==> src/rtl/arith_arbiter.sv <==
// arith_arbiter: round-robin arbiter sharing one multicycle arith unit between two requesters
// Ports: clk/rst (sync, active-high); req0/req1 valid-ready request channels carrying a, b, op;
// rsp0/rsp1 valid-ready result channels carrying data; au_a/au_b/au_opcode drive the shared unit
// and au_result returns its combinational result. Define ARITH_ARB_ERRFLAG_EN to add rsp0_err/rsp1_err.
module arith_arbiter #(
  parameter int DW = 32,
  parameter int MUL_CYCLES = 2,
  parameter int DIV_CYCLES = 4
) (
  input  logic          clk,
  input  logic          rst,
  input  logic          req0_valid,
  output logic          req0_ready,
  input  logic [DW-1:0] req0_a,
  input  logic [DW-1:0] req0_b,
  input  logic [2:0]    req0_op,
  input  logic          req1_valid,
  output logic          req1_ready,
  input  logic [DW-1:0] req1_a,
  input  logic [DW-1:0] req1_b,
  input  logic [2:0]    req1_op,
  output logic          rsp0_valid,
  input  logic          rsp0_ready,
  output logic [DW-1:0] rsp0_data,
  output logic          rsp1_valid,
  input  logic          rsp1_ready,
  output logic [DW-1:0] rsp1_data,
`ifdef ARITH_ARB_ERRFLAG_EN
  output logic          rsp0_err,
  output logic          rsp1_err,
`endif
  output logic [DW-1:0] au_a,
  output logic [DW-1:0] au_b,
  output logic [2:0]    au_opcode,
  input  logic [DW-1:0] au_result
);
  localparam logic [1:0] IDLE = 2'd0, EXEC = 2'd1, RESP = 2'd2;
  localparam int CW = $clog2((MUL_CYCLES > DIV_CYCLES ? MUL_CYCLES : DIV_CYCLES) + 1);
  logic [1:0] state;
  logic [CW-1:0] cnt, hold;
  logic rr, gid, g, xfer, rsp_ack;
  logic [2:0] op_in;
  always_comb begin
    g = req0_valid && req1_valid ? rr : req1_valid;
    xfer = !rst && state == IDLE && (req0_valid || req1_valid);
    req0_ready = xfer && !g;
    req1_ready = xfer && g;
    op_in = g ? req1_op : req0_op;
    hold = op_in == 3'b001 ? CW'(MUL_CYCLES) : op_in == 3'b011 ? CW'(DIV_CYCLES) : CW'(1);
    rsp0_valid = state == RESP && !gid;
    rsp1_valid = state == RESP && gid;
    rsp_ack = gid ? rsp1_ready : rsp0_ready;
  end
`ifdef ARITH_ARB_ERRFLAG_EN
  // Latched operands stay stable through RESP, so the flag can be decoded from them directly.
  logic err;
  always_comb begin
    err = au_opcode[2] || (au_opcode == 3'b011 && au_b == '0);
    rsp0_err = rsp0_valid && err;
    rsp1_err = rsp1_valid && err;
  end
`endif
  always_ff @(posedge clk)
    if (rst) begin
      state <= IDLE;
      rr <= 1'b0;
      gid <= 1'b0;
      cnt <= '0;
      au_a <= '0;
      au_b <= '0;
      au_opcode <= 3'b000;
      rsp0_data <= '0;
      rsp1_data <= '0;
    end else if (state == IDLE) begin
      if (xfer) begin
        au_a <= g ? req1_a : req0_a;
        au_b <= g ? req1_b : req0_b;
        au_opcode <= op_in;
        gid <= g;
        rr <= !g;
        cnt <= hold;
        state <= EXEC;
      end
    end else if (state == EXEC) begin
      cnt <= cnt - CW'(1);
      if (cnt == CW'(1)) begin
        if (gid) rsp1_data <= au_result;
        else rsp0_data <= au_result;
        state <= RESP;
      end
    end else if (rsp_ack) state <= IDLE;
endmodule

==> config.mk <==
export PLATFORM = sky130hd
export DESIGN_NAME = arith_arbiter
export DESIGN_NICKNAME = d
export VERILOG_FILES = /design/src/rtl/arith_arbiter.sv
export SDC_FILE = /design/constraint.sdc
export NUM_CORES = 1
export LEC_CHECK = 0
export CAP_MARGIN = 40
export CORE_UTILIZATION = 39
export CTS_CLUSTER_SIZE = 25
export DETAILED_ROUTE_END_ITERATION = 6
export MAX_ROUTING_LAYER = met4
export PLACE_DENSITY = 0.78
export RECOVER_POWER = 25
export SLEW_MARGIN = 30
export SYNTH_ARGS = -nofsm -noshare
export SYNTH_HDL_FRONTEND = slang
export SYNTH_SLANG_ARGS = --single-unit
==> constraint.sdc <==
create_clock -name clk -period 2.2 [get_ports clk]
set_input_delay 0.44 -clock clk [delete_from_list [all_inputs] [get_ports clk]]
set_output_delay 0.44 -clock clk [all_outputs]
set_load 0.005 [all_outputs]
==> run summary <==
ANT nets after route = 0
Simple-gate share of the synthesized area = 0.259
Post-synthesis sequential area ratio = 0.498
Later-pin clock latency in the skew report = 0.42 ns
Crit path max fanout = 3
Fmax = 495 MHz
Compound-gate portion of the synthesized area = 0.186
Synthesized area = 5540 µm²
Area grow syn2layout = 70.2%
Sequential share of power = 0.397
CTS Hold Buffers Added = 0
Slew headroom = 0.508
Row Count = 43
DR WL/cell = 15.8 µm
Placement Setup Slack = -0.150 ns
Die area = 14700 µm²
Max-slew violations = 0
Internal = 0.00529 W
CTS tree = built
Storage cell area = 2760 µm²
Critical path arrival = 1.58 ns
# H-tree levels = 4
Fraction of layout cells with a size suffix above 1 = 0.0640
Vias in the first global route = 5797
Worst path buffer plus inverter count = 3
GRT Total Usage = 0.265
Largest net degree at the start of global routing = 68
Worst Tran Pin Value = 0.738 ns
Main combinational cell family by area after synthesis = simple AND/OR/NAND/NOR gates
Post-CTS Setup Bufs = 0
Synthesized area per cell = 7.73 µm²
Worst Path Required = 1.76 ns
IR drop worst, VDD = 0.000509 V
Clk root buf = clkbuf_16
# setup viols final = 0
Port Buf Inserts = 306
Initial antenna violation count = 3
Total CTS buffers = 17
Post-DR vias/cell = 5.00
Initial DRC count = 328
Maxcap violations = 0
Drt first pass iters = 4
Reg2reg setup slack = 0.40 ns
Initial core utilization = 0.399
Synth top area share = 0.498
Flops & latches, synth = 138
Syn Inst Count = 717
EDFF count, synth = 0
Syn_nets = 891
Comb pwr share = 0.216
First-pass GRT wire length = 28.9 mm
DP HPWL = 13.3 mm
Post-Synth Adder-Cell Area = 0.00451
Xor-xnor portion of the synthesized cell area = 0
Multiplexer share of the synthesized area = 0.00181
Leading area contributor after synthesis = dfxtp_1
PD cells = 759 nW/µm²
TNS Setup = 0 ns
HP Class = input pin to register
Multi-input logic area = 2540 µm²
Final hold violation count = 0
Core footprint = 13900 µm²
Final min period = 2.02 ns
Hold slack final = 0.313 ns
Async set-reset flop share out of synthesis = 0
Worst path max stage delay = 0.42 ns
Slowest CP cell = clkdlybuf4s50_1
DR vias = 5994
Tcrit/Tclk final = 0.919
Synth top area cells = dfxtp_1, nand2_1, a311oi_1
CTS Buffer Depth = 2
IO Count = 307
Synth Flop Type = dfxtp_1
Sw power = 0.00188 W
Status = finished, final reports clean
Gp weighted congestion = 0.860
CTS sink cnt = 138
Congestion Overflow GR = 0
Die height = 121 µm
Worst setup margin = 0.178 ns
Clock skew = 0.00564 ns
Fillers = 1146
Detailed Route WL = 18.9 mm
Remaining DRCs = 0
Kind of critical path = input pin to primary output
Post-synthesis cell type count = 35
Final nets = 1178
Critical path's top delay family = buffers and inverters
Die Span X = 121 µm
Total number of yosys warnings = 0
Static leakage = 3.70 nW
Startpoint Class = input pin
Clock Power Share = 0.387
RSZ-0062 raised after global routing = false
Worst-path clk slew = 0.05 ns
Critical path endpoint category = primary output
Switching part of the total = 0.263
Critical path cell sequence = clkdlybuf4s50_1 > buf_4 > nand2b_1 > nand2_2 > nor3_1 > dlygate4sd2_1
## cell usage after synthesis, types with 2 or more instances
cell,n
ha_1,2
dfxtp_1,138
nor2_1,76
o21ai_0,3
nand2_1,265
nor3_1,3
nand2b_1,3
buf_1,2
or4b_1,3
a311oi_1,67
buf_2,22
a21oi_1,68
clkbuf_1,39
nor3b_1,2
inv_1,4
## cells in the final DEF, fill, tap and decap left out, types with 3 or more instances in the layout
cell             netlist  layout
buf_12                 0       4
clkbuf_1              39       3
nand2_1              265     264
clkdlybuf4s50_1        0     236
dlymetal6s2s_1         0       3
nor2_1                76      75
dlygate4sd3_1          0      65
a21oi_1               68      69
dfxtp_1              138     137
clkbuf_16              0      17
inv_1                  4       4
nand2b_1               3       3
buf_4                  0      21
or4b_1                 3       3
a311oi_1              67      67
diode_2                0       3
clkinv_4               0       3
## sequential cells by signal, summed over array words and instances, names as in the netlist
name,flops
state,2
au_a,32
rr,1
rsp0_data,32
gid,1
au_b,32
rsp1_data,32
cnt,3
au_opcode,3
## kinds of logic after synthesis
family,count (synthesis)
multiplexers,1
adder cells (fa/ha/maj),2
buffers and inverters,67
flip-flops,138
AND/OR/NAND/NOR,361
AO/OA/AOI/OAI,148
## final cells by class
cell class                      count  area share
Antenna cell                        3    0.000795
Clock buffer                       21      0.0477
Clock inverter                     10      0.0127
Inverter                            4     0.00159
Multi-Input combinational cell    512       0.270
Sequential cell                   138       0.293
Tap cell                          180      0.0239
Timing Repair Buffer              331       0.351
## power groups by stage
stage | combinational, W | clock (W) | sequential [W]
finish | 0.00155 | 0.00277 | 0.00285
detailed placement | 0.00158 | 0 | 0.00290
floorplan | 0.000625 | 0 | 0.00290
global route | 0.00170 | 0.00294 | 0.00287
CTS | 0.00159 | 0.00282 | 0.00285
global placement | 0.00157 | 0 | 0.00289
## per-stage QoR
| stage | utilization | instances | total power, W | instance area, µm² |
|---|---|---|---|---|
| floorplan | - | 717 | 0.00352 | 5540 |
| global route | 0.680 | 1199 | 0.00751 | 9440 |
| finish | 0.680 | 1199 | 0.00717 | 9440 |
| global placement | 0.636 | 1165 | 0.00446 | 8830 |
| detailed placement | 0.636 | 1165 | 0.00448 | 8830 |
| CTS | 0.678 | 1196 | 0.00727 | 9410 |
## per-layer routing
layer | wire, µm | track usage | up-vias
li1 | - | - | 3007
met1 | 7230 | 0.278 | 2724
met2 | 9490 | 0.448 | 232
met3 | 1730 | 0.0982 | 31
met4 | 455 | 0.113 | 0
met5 | 0 | - | -
## worst paths after layout
path                                    from       endpoint  depth (start not counted)
worst max-delay path              req0_valid     req1_ready                          6
worst min-delay path                     rst         cnt[1]                          2
worst max register to register        cnt[1]  rsp1_data[31]                          7
worst min register to register  rsp1_data[4]   rsp1_data[4]                          2
## worst reg2reg max path: stages, from the launching register on
cell and delay [ns]:
dfxtp_1 0.30, inv_1 0.10, ha_1 0.17, nand2_1 0.16, or4b_1 0.49, buf_4 0.26, nand2_1 0.12, a21oi_1 0.07
## what timing repair did
action / 4_1_cts / 5_1_grt
endpoints found under the hold margin: 0 / 0
setup endpoints to repair: 3 / 3
resized for setup: 3 / 9
pin swaps: 0 / 0
gates cloned: 0 / 0
Note: power is estimated with default switching activity, not from simulation.
